--- config.mk ---
export PLATFORM = sky130hd
export DESIGN_NAME = am_dds_modulator_flat
export DESIGN_NICKNAME = d
export VERILOG_FILES = /design/src/rtl/am_dds_if.sv /design/src/rtl/am_dds_modulator.sv /design/src/flat_wrapper.sv
export SDC_FILE = /design/constraint.sdc
export NUM_CORES = 2
export LEC_CHECK = 0
export CORE_UTILIZATION = 60
export DETAILED_ROUTE_END_ITERATION = 12
export PLACE_DENSITY = 0.78
export SYNTH_ARGS = -nofsm -noshare
export SYNTH_HDL_FRONTEND = slang
export SYNTH_SLANG_ARGS = --single-unit
export TNS_END_PERCENT = 10
--- constraint.sdc ---
create_clock -name clk -period 8.6 [get_ports clk]
set_input_delay 1.29 -clock clk [delete_from_list [all_inputs] [get_ports clk]]
set_output_delay 1.29 -clock clk [all_outputs]
set_load 0.02 [all_outputs]
--- src/rtl/am_dds_if.sv ---
// am_dds_if
// Groups the control, configuration and sample-output signals of the AM DDS
// modulator into one bundle. The master side is the block that drives the
// enables and configuration. The slave side is the modulator itself.
//
// Signals
//   en               advance accumulators and launch one sample
//   sync_clr         zero both phase accumulators
//   cfg_load         copy cfg_* into the active configuration
//   cfg_fcw_carrier  carrier frequency control word
//   cfg_fcw_env      envelope frequency control word
//   cfg_mod_index    modulation index, unsigned Q1.(M_W-1)
//   cfg_mode_sc      0 = full carrier, 1 = suppressed carrier
//   sin_carrier      signed carrier sample
//   sin_env          signed envelope sample
//   am_out           signed, saturated modulated sample
//   out_valid        outputs carry a new sample this cycle
//   sat              am_out was clipped for this sample
interface am_dds_if #(
  parameter int PHASE_W = 24,
  parameter int DATA_W  = 16,
  parameter int M_W     = 8,
  parameter int OUT_W   = 17
);

  logic                      en;
  logic                      sync_clr;
  logic                      cfg_load;
  logic [PHASE_W-1:0]        cfg_fcw_carrier;
  logic [PHASE_W-1:0]        cfg_fcw_env;
  logic [M_W-1:0]            cfg_mod_index;
  logic                      cfg_mode_sc;
  logic signed [DATA_W-1:0]  sin_carrier;
  logic signed [DATA_W-1:0]  sin_env;
  logic signed [OUT_W-1:0]   am_out;
  logic                      out_valid;
  logic                      sat;

  modport master (
    output en,
    output sync_clr,
    output cfg_load,
    output cfg_fcw_carrier,
    output cfg_fcw_env,
    output cfg_mod_index,
    output cfg_mode_sc,
    input  sin_carrier,
    input  sin_env,
    input  am_out,
    input  out_valid,
    input  sat
  );

  modport slave (
    input  en,
    input  sync_clr,
    input  cfg_load,
    input  cfg_fcw_carrier,
    input  cfg_fcw_env,
    input  cfg_mod_index,
    input  cfg_mode_sc,
    output sin_carrier,
    output sin_env,
    output am_out,
    output out_valid,
    output sat
  );

endinterface

--- src/rtl/am_dds_modulator.sv ---
// am_dds_modulator
// Two-channel DDS amplitude modulator. A carrier and an envelope phase
// accumulator each address a quarter-wave sine table. The envelope is scaled
// by a runtime modulation index and, in full-carrier mode, offset by the sine
// full scale. The result multiplies the carrier sample. The product is
// rescaled, saturated to OUT_W bits and presented with a valid strobe four
// edges after the enable that launched it.
//
// Ports
//   clk      rising-edge clock for all state
//   rst      synchronous active-high reset
//   ddsBus   am_dds_if slave: en/sync_clr/cfg_* in, samples/valid/sat out
module am_dds_modulator #(
  parameter int PHASE_W = 24,
  parameter int LUT_AW  = 8,
  parameter int DATA_W  = 16,
  parameter int M_W     = 8,
  parameter int OUT_W   = 17
) (
  input  logic     clk,
  input  logic     rst,
  am_dds_if.slave  ddsBus
);

  localparam int LUT_N  = 2 ** LUT_AW;
  localparam int FS_INT = (2 ** (DATA_W - 1)) - 1;
  localparam int ENV_W  = DATA_W + 2;
  localparam int MUL_W  = DATA_W + M_W + 1;
  localparam int PROD_W = DATA_W + ENV_W;

  localparam logic [M_W-1:0]            M_ONE   = M_W'(1) << (M_W - 1);
  localparam logic signed [ENV_W-1:0]   FS_ENV  = ENV_W'(FS_INT);
  localparam logic signed [PROD_W-1:0]  OUT_MAX = (PROD_W'(1) <<< (OUT_W - 1)) - PROD_W'(1);
  localparam logic signed [PROD_W-1:0]  OUT_MIN = -(PROD_W'(1) <<< (OUT_W - 1));

  // Table contents are fixed at elaboration: round(FS*sin(pi/2*i/N)) for
  // each quarter-wave entry. The argument never exceeds pi/2, so the value
  // is non-negative and adding one half before truncation rounds it.
  function automatic logic signed [DATA_W-1:0] lutValue(input int idx);
    real angle;
    angle = 3.14159265358979323846 / 2.0 * real'(idx) / real'(LUT_N);
    return DATA_W'($rtoi(real'(FS_INT) * $sin(angle) + 0.5));
  endfunction

  logic signed [DATA_W-1:0] sineRom [LUT_N];

  for (genvar g = 0; g < LUT_N; g++) begin : gRom
    assign sineRom[g] = lutValue(g);
  end

  logic [PHASE_W-1:0]        fcwCarrier_q, fcwCarrier_d;
  logic [PHASE_W-1:0]        fcwEnv_q, fcwEnv_d;
  logic [M_W-1:0]            modIndex_q, modIndex_d;
  logic                      modeSc_q, modeSc_d;

  logic [PHASE_W-1:0]        accCarrier_q, accCarrier_d;
  logic [PHASE_W-1:0]        accEnv_q, accEnv_d;

  logic [LUT_AW-1:0]         addrCarrier, addrEnv;
  logic signed [DATA_W-1:0]  romCarrier, romEnv;
  logic signed [DATA_W-1:0]  sinCarrier, sinEnv;

  logic                      valid1_q, valid2_q, valid3_q;
  logic signed [DATA_W-1:0]  carrier1_q, carrier2_q, carrier3_q;
  logic signed [DATA_W-1:0]  env1_q, env2_q, env3_q;
  logic [M_W-1:0]            modIndex1_q;
  logic                      modeSc1_q;

  logic signed [MUL_W-1:0]   envScaled;
  logic signed [ENV_W-1:0]   envTerm;
  logic signed [ENV_W-1:0]   envelope_d, envelope2_q;
  logic signed [PROD_W-1:0]  product3_q;

  logic signed [PROD_W-1:0]  rescaled;
  logic signed [OUT_W-1:0]   amOut_d;
  logic                      sat_d;

  logic                      outValid_q;
  logic                      sat_q;
  logic signed [OUT_W-1:0]   amOut_q;
  logic signed [DATA_W-1:0]  sinCarrierOut_q, sinEnvOut_q;

  // Active configuration. A load takes effect for the next edge, so an
  // enable on the same edge still advances the accumulators with the old
  // frequency words.
  always_comb begin
    fcwCarrier_d = fcwCarrier_q;
    fcwEnv_d     = fcwEnv_q;
    modIndex_d   = modIndex_q;
    modeSc_d     = modeSc_q;
    if (ddsBus.cfg_load) begin
      fcwCarrier_d = ddsBus.cfg_fcw_carrier;
      fcwEnv_d     = ddsBus.cfg_fcw_env;
      modIndex_d   = ddsBus.cfg_mod_index;
      modeSc_d     = ddsBus.cfg_mode_sc;
    end
  end

  // Configuration register. After reset the block runs at zero frequency
  // with unity modulation index in full-carrier mode.
  always_ff @(posedge clk) begin
    if (rst) begin
      fcwCarrier_q <= '0;
      fcwEnv_q     <= '0;
      modIndex_q   <= M_ONE;
      modeSc_q     <= 1'b0;
    end else begin
      fcwCarrier_q <= fcwCarrier_d;
      fcwEnv_q     <= fcwEnv_d;
      modIndex_q   <= modIndex_d;
      modeSc_q     <= modeSc_d;
    end
  end

  // Phase accumulators. A clear overrides the enable. Overflow simply wraps
  // around the circle, which is the intended modulo behaviour.
  always_comb begin
    accCarrier_d = accCarrier_q;
    accEnv_d     = accEnv_q;
    if (ddsBus.sync_clr) begin
      accCarrier_d = '0;
      accEnv_d     = '0;
    end else if (ddsBus.en) begin
      accCarrier_d = accCarrier_q + fcwCarrier_q;
      accEnv_d     = accEnv_q + fcwEnv_q;
    end
  end

  // Phase accumulator register.
  always_ff @(posedge clk) begin
    if (rst) begin
      accCarrier_q <= '0;
      accEnv_q     <= '0;
    end else begin
      accCarrier_q <= accCarrier_d;
      accEnv_q     <= accEnv_d;
    end
  end

  // Quarter-wave folding. The top bit selects the negative half-cycle. The
  // next bit selects a falling quadrant, where the table is read backwards
  // by inverting the address. The lookup uses the pre-increment phase, so
  // the sample launched alongside a clear still sees the old phase.
  always_comb begin
    addrCarrier = accCarrier_q[PHASE_W-3 -: LUT_AW];
    addrEnv     = accEnv_q[PHASE_W-3 -: LUT_AW];
    if (accCarrier_q[PHASE_W-2]) begin
      addrCarrier = ~addrCarrier;
    end
    if (accEnv_q[PHASE_W-2]) begin
      addrEnv = ~addrEnv;
    end
    romCarrier = sineRom[addrCarrier];
    romEnv     = sineRom[addrEnv];
    sinCarrier = accCarrier_q[PHASE_W-1] ? -romCarrier : romCarrier;
    sinEnv     = accEnv_q[PHASE_W-1] ? -romEnv : romEnv;
  end

  // Stage 1 captures both sine samples. It also snapshots the modulation
  // settings, so a reload while samples are in flight cannot mix two
  // configurations within one sample.
  always_ff @(posedge clk) begin
    if (rst) begin
      valid1_q    <= 1'b0;
      carrier1_q  <= '0;
      env1_q      <= '0;
      modIndex1_q <= '0;
      modeSc1_q   <= 1'b0;
    end else begin
      valid1_q    <= ddsBus.en;
      carrier1_q  <= sinCarrier;
      env1_q      <= sinEnv;
      modIndex1_q <= modIndex_q;
      modeSc1_q   <= modeSc_q;
    end
  end

  // Envelope scaling. The index is unsigned, so it gets a zero sign bit
  // before a signed multiply. The arithmetic shift floors toward minus
  // infinity. Full-carrier mode adds the sine full scale so the envelope
  // rides on a DC pedestal. ENV_W leaves headroom for m close to 2.
  always_comb begin
    envScaled  = MUL_W'(env1_q) * MUL_W'($signed({1'b0, modIndex1_q}));
    envTerm    = ENV_W'(envScaled >>> (M_W - 1));
    envelope_d = modeSc1_q ? envTerm : (FS_ENV + envTerm);
  end

  // Stage 2 holds the finished envelope next to its carrier sample.
  always_ff @(posedge clk) begin
    if (rst) begin
      valid2_q    <= 1'b0;
      carrier2_q  <= '0;
      env2_q      <= '0;
      envelope2_q <= '0;
    end else begin
      valid2_q    <= valid1_q;
      carrier2_q  <= carrier1_q;
      env2_q      <= env1_q;
      envelope2_q <= envelope_d;
    end
  end

  // Stage 3 forms the full-width carrier-times-envelope product. No bits
  // are dropped, so the rescale later on is exact.
  always_ff @(posedge clk) begin
    if (rst) begin
      valid3_q   <= 1'b0;
      carrier3_q <= '0;
      env3_q     <= '0;
      product3_q <= '0;
    end else begin
      valid3_q   <= valid2_q;
      carrier3_q <= carrier2_q;
      env3_q     <= env2_q;
      product3_q <= PROD_W'(carrier2_q) * PROD_W'(envelope2_q);
    end
  end

  // Rescale by the carrier full-scale exponent with a floor shift. Then
  // clip into the signed OUT_W range and flag whenever clipping happened.
  always_comb begin
    rescaled = product3_q >>> (DATA_W - 1);
    amOut_d  = OUT_W'(rescaled);
    sat_d    = 1'b0;
    if (rescaled > OUT_MAX) begin
      amOut_d = OUT_W'(OUT_MAX);
      sat_d   = 1'b1;
    end else if (rescaled < OUT_MIN) begin
      amOut_d = OUT_W'(OUT_MIN);
      sat_d   = 1'b1;
    end
  end

  // Output register. All sample outputs and sat refresh only when a valid
  // sample arrives, so they stay coherent and hold their values through
  // gaps in the enable pattern.
  always_ff @(posedge clk) begin
    if (rst) begin
      outValid_q      <= 1'b0;
      sat_q           <= 1'b0;
      amOut_q         <= '0;
      sinCarrierOut_q <= '0;
      sinEnvOut_q     <= '0;
    end else begin
      outValid_q <= valid3_q;
      if (valid3_q) begin
        sat_q           <= sat_d;
        amOut_q         <= amOut_d;
        sinCarrierOut_q <= carrier3_q;
        sinEnvOut_q     <= env3_q;
      end
    end
  end

  assign ddsBus.out_valid   = outValid_q;
  assign ddsBus.sat         = sat_q;
  assign ddsBus.am_out      = amOut_q;
  assign ddsBus.sin_carrier = sinCarrierOut_q;
  assign ddsBus.sin_env     = sinEnvOut_q;

endmodule

--- src/flat_wrapper.sv ---
// flat-port wrapper written by rule: the top's interface ports become plain ports
module am_dds_modulator_flat 
#(
  parameter int PHASE_W = 24,
  parameter int LUT_AW  = 8,
  parameter int DATA_W  = 16,
  parameter int M_W     = 8,
  parameter int OUT_W   = 17
)
  (clk, rst, ddsBus_en, ddsBus_sync_clr, ddsBus_cfg_load, ddsBus_cfg_fcw_carrier, ddsBus_cfg_fcw_env, ddsBus_cfg_mod_index, ddsBus_cfg_mode_sc, ddsBus_sin_carrier, ddsBus_sin_env, ddsBus_am_out, ddsBus_out_valid, ddsBus_sat);
  am_dds_if #(.PHASE_W(PHASE_W), .DATA_W(DATA_W), .M_W(M_W), .OUT_W(OUT_W)) ddsBus_i ();
  input  logic clk;
  input  logic rst;
  input wire logic [$bits(ddsBus_i.en)-1:0] ddsBus_en;
  input wire logic [$bits(ddsBus_i.sync_clr)-1:0] ddsBus_sync_clr;
  input wire logic [$bits(ddsBus_i.cfg_load)-1:0] ddsBus_cfg_load;
  input wire logic [$bits(ddsBus_i.cfg_fcw_carrier)-1:0] ddsBus_cfg_fcw_carrier;
  input wire logic [$bits(ddsBus_i.cfg_fcw_env)-1:0] ddsBus_cfg_fcw_env;
  input wire logic [$bits(ddsBus_i.cfg_mod_index)-1:0] ddsBus_cfg_mod_index;
  input wire logic [$bits(ddsBus_i.cfg_mode_sc)-1:0] ddsBus_cfg_mode_sc;
  output wire logic [$bits(ddsBus_i.sin_carrier)-1:0] ddsBus_sin_carrier;
  output wire logic [$bits(ddsBus_i.sin_env)-1:0] ddsBus_sin_env;
  output wire logic [$bits(ddsBus_i.am_out)-1:0] ddsBus_am_out;
  output wire logic [$bits(ddsBus_i.out_valid)-1:0] ddsBus_out_valid;
  output wire logic [$bits(ddsBus_i.sat)-1:0] ddsBus_sat;
  assign ddsBus_i.en = ddsBus_en;
  assign ddsBus_i.sync_clr = ddsBus_sync_clr;
  assign ddsBus_i.cfg_load = ddsBus_cfg_load;
  assign ddsBus_i.cfg_fcw_carrier = ddsBus_cfg_fcw_carrier;
  assign ddsBus_i.cfg_fcw_env = ddsBus_cfg_fcw_env;
  assign ddsBus_i.cfg_mod_index = ddsBus_cfg_mod_index;
  assign ddsBus_i.cfg_mode_sc = ddsBus_cfg_mode_sc;
  assign ddsBus_sin_carrier = ddsBus_i.sin_carrier;
  assign ddsBus_sin_env = ddsBus_i.sin_env;
  assign ddsBus_am_out = ddsBus_i.am_out;
  assign ddsBus_out_valid = ddsBus_i.out_valid;
  assign ddsBus_sat = ddsBus_i.sat;
  am_dds_modulator #(.PHASE_W(PHASE_W), .LUT_AW(LUT_AW), .DATA_W(DATA_W), .M_W(M_W), .OUT_W(OUT_W)) u_core (.clk(clk), .rst(rst), .ddsBus(ddsBus_i));
endmodule
==> summary.txt <==
Routing
  • Vias/cell: 6.992
  • Final WL: 170600 um
  • Vias: 42500
  • Routed Antenna Nets: 0
  • WL/cell: 28.07 um
  • DRC viols: 0
  • DRT iter0 DRCs: 6124
  • Detailed Routing Iterations Pass 1: 9

Floorplan
  • Die area: 70580 um^2
  • Die X: 265.7 um
  • Chip height: 265.7 um
  • Rows: 96
  • Core footprint: 68710 um^2
  • Initial Utilization: 60.71%
  • Ports: 113

Clocking
  • Postcts setup bufs: 0
  • Clock Latency Late Sink: 590 ps
  • Clk slew on worst S/H paths: 70 ps
  • CTS Buf Count: 35
  • Post-cts sizing count: 0
  • Clock Sink Count: 301
  • CTS Root Cell: clkbuf_16
  • H-tree level count: 2
  • TritonCTS clock tree: yes
  • Clock buffer depth: 3
  • Hold Buf Count CTS: 0

STA
  • Fin crit share: 81.69%
  • Clk_skew: 27.83 ps
  • # setup viols final: 0
  • F_max: 142.3 MHz
  • Slew Limit Fails: 0
  • RSZ-0062 raised after global routing: no
  • WHS: 433.7 ps
  • Min Tclk post-route: 7025 ps
  • Worst slew margin: 19.30%
  • Worst slew pin tran: 1198 ps
  • Final hold violations: 0
  • Setup tns final: 0 ps

Placed design
  • Final GP Congestion: 1.079
  • Port Buffers: 112
  • Detailed-placement wirelength estimate: 118800 um
  • Placed cells: 6012

Yosys
  • Asr flop ratio synth: 0%
  • Yosys Warn Count: 0
  • EDFF count, synth: 0
  • Post-synth cell types: 93
  • Synthesized Nets: 6011
  • Cell area after synthesis: 41710 um^2
  • Sequential area share after synthesis: 14.45%
  • Ys flop type: dfxtp_1
  • Yosys reg bits: 301
  • Syn Area/Cell: 7.854 um^2
  • Synthesized netlist cell count: 5311

Cells and area
  • Area growth, synth to finish: 6.192%
  • # nets final: 5818
  • Share of cells above drive strength 1: 5.679%
  • Most frequent cells in the layout: inv_1, nor2_1, nand2_1
  • Filler Cells Inserted: 5570
  • Commonest non-fill, non-tap cell in the layout: inv_1
  • Final Non-Filler Cells: 6078

Setup path
  • R2R depth: 21
  • R2R Setup Slk: 1570 ps
  • Crit path to: u_core.product3_q[31]
  • CP cell instances: nand2_1 -> fa_1 -> fa_1 -> inv_1 -> ha_1 -> fa_1 -> ha_1 -> inv_1 -> fa_1 -> inv_1 -> ha_1 -> a211oi_1 -> o211ai_1 -> a2111oi_0 -> o211a_1 -> a21oi_1 -> a221oi_1 -> o21bai_1 -> o21ai_0 -> xnor2_1 -> nor2b_1
  • Critical path's slowest cell: a2111oi_0
  • CP Capture Type: register
  • R2R Path Start: u_core.carrier2_q[2]
  • WP buf/inv: 3
  • Startpoint Class: register
  • R2r endpoint: u_core.product3_q[31]
  • Worst Setup Path Type: reg2reg
  • Critical Path Start: u_core.carrier2_q[2]
  • Worst EP arrival: 7440 ps
  • Crit-path max cell delay: 890 ps
  • CP Max Fanout: 19
  • Crit path top cell by count: fa_1
  • Delay-heaviest family, CP: compound AO/OA/AOI/OAI gates
  • Critical path required time: 9010 ps
  • Worst path depth: 21

Min path
  • Hold Path Class: reg2reg
  • Worst hold start: u_core.carrier1_q[0]

Global route
  • Vias in the first global route: 40820
  • Global-route usage over all layers: 47.38%
  • Initial antenna violation count: 8
  • Global-route wire length before repair: 253900 um
  • Pin count of the biggest net entering global routing: 104
  • Grt total ovfl: 0

Run
  • Max Cap Viol: 0

Pwr
  • LEAKAGE: 19.23 nW
  • Max VDD drop: 177.3 uV
  • Pwr/cell area: 106.7 nW/um^2

Outcome
  • Status: finished, final reports clean
[worst register-to-register path, cell delays in order (launching register included)]
cell and delay (ps):
dfxtp_1 780, nand2_1 180, fa_1 540, fa_1 550
inv_1 50, ha_1 200, fa_1 440, ha_1 300
inv_1 50, fa_1 480, inv_1 40, ha_1 190
a211oi_1 210, o211ai_1 120, a2111oi_0 890, o211a_1 350
a21oi_1 210, a221oi_1 550, o21bai_1 200, o21ai_0 300
xnor2_1 100, nor2b_1 130
[layer usage]
metal  routed length (um)  vias up  part of all wire, %  track usage (%)
li1                     -    17950                    -                -
met1                62890    20340                   37            59.70
met2                72300     3357                   42            70.73
met3                23620      843                   14            16.20
met4                11630       10                  6.8            26.55
met5                  157        -                0.092            1.040
[cell families after synthesis]
logic type	count (synthesis)	synth area share, %
AO/OA/AOI/OAI	1435	23.29
flip-flops	301	14.45
adder cells (fa/ha/maj)	639	26.36
buffers and inverters	988	9.269
XOR/XNOR	143	3.057
multiplexers	158	3.975
AND/OR/NAND/NOR	1647	19.60
[synthesized netlist by cell type, types with 142 or more instances]
cell      number  area [um^2]
inv_1        528         1982
nor2_1       436         1637
nand2_1      409         1535
fa_1         400         8008
clkbuf_1     329         1235
o21ai_0      328         1642
dfxtp_1      301         6026
a21oi_1      265         1326
ha_1         238         2978
and2_1       217         1358
nor2b_1      160         1001
mux2i_1      142         1421
[flip-flops by register name, indices dropped and copies added (netlist names), 17 cells and up]
| name | count |
|---|---|
| u_core.accCarrier_q | 24 |
| u_core.envelope2_q | 18 |
| u_core.accEnv_q | 24 |
| u_core.fcwCarrier_q | 24 |
| u_core.ddsBus.am_out | 17 |
| u_core.fcwEnv_q | 24 |
| u_core.product3_q | 19 |
[per-stage QoR]
step	util [%]	power (mW)	worst slack (ps)	instance area, um^2
3_5_place_dp	62.70	3.081	1738	43080
5_1_grt	64.45	4.897	1244	44280
4_1_cts	64.45	4.658	1639	44280
6_report	64.47	4.726	1575	44290
3_3_place_gp	62.70	3.044	1973	43080
2_1_floorplan	-	2.596	2338	41710
[final cells by class]
cell class | count | area, um^2 | area share (%)
clock inverter | 18 | 231.5 | 0.5226
antenna | 5 | 12.51 | 0.02825
multi-input combinational | 4022 | 31890 | 72.00
tap | 931 | 1165 | 2.630
timing repair buffer | 226 | 1973 | 4.455
sequential | 301 | 6056 | 13.67
inverter | 532 | 1997 | 4.508
clock buffer | 43 | 967.2 | 2.184
[worst min-delay path by stage]
stage / slack (ps) / depth (start not counted) / end
3_5_place_dp: 420 / 1 / u_core.carrier2_q[9]
4_1_cts: 440 / 1 / u_core.carrier2_q[9]
3_3_place_gp: 420 / 1 / u_core.env3_q[4]
2_1_floorplan: 410 / 1 / u_core.carrier2_q[0]
5_1_grt: 440 / 1 / u_core.valid2_q
6_report: 430 / 1 / u_core.carrier2_q[0]
[power breakdown]
part | internal, mW | leakage, nW | switching (mW)
clock network | 0.905 | 0.585 | 0.678
logic | 0.534 | 16.2 | 0.928
registers | 1.48 | 2.46 | 0.206
total | 2.91 | 19.2 | 1.81
No activity file was read; power rests on OpenSTA's default activity.
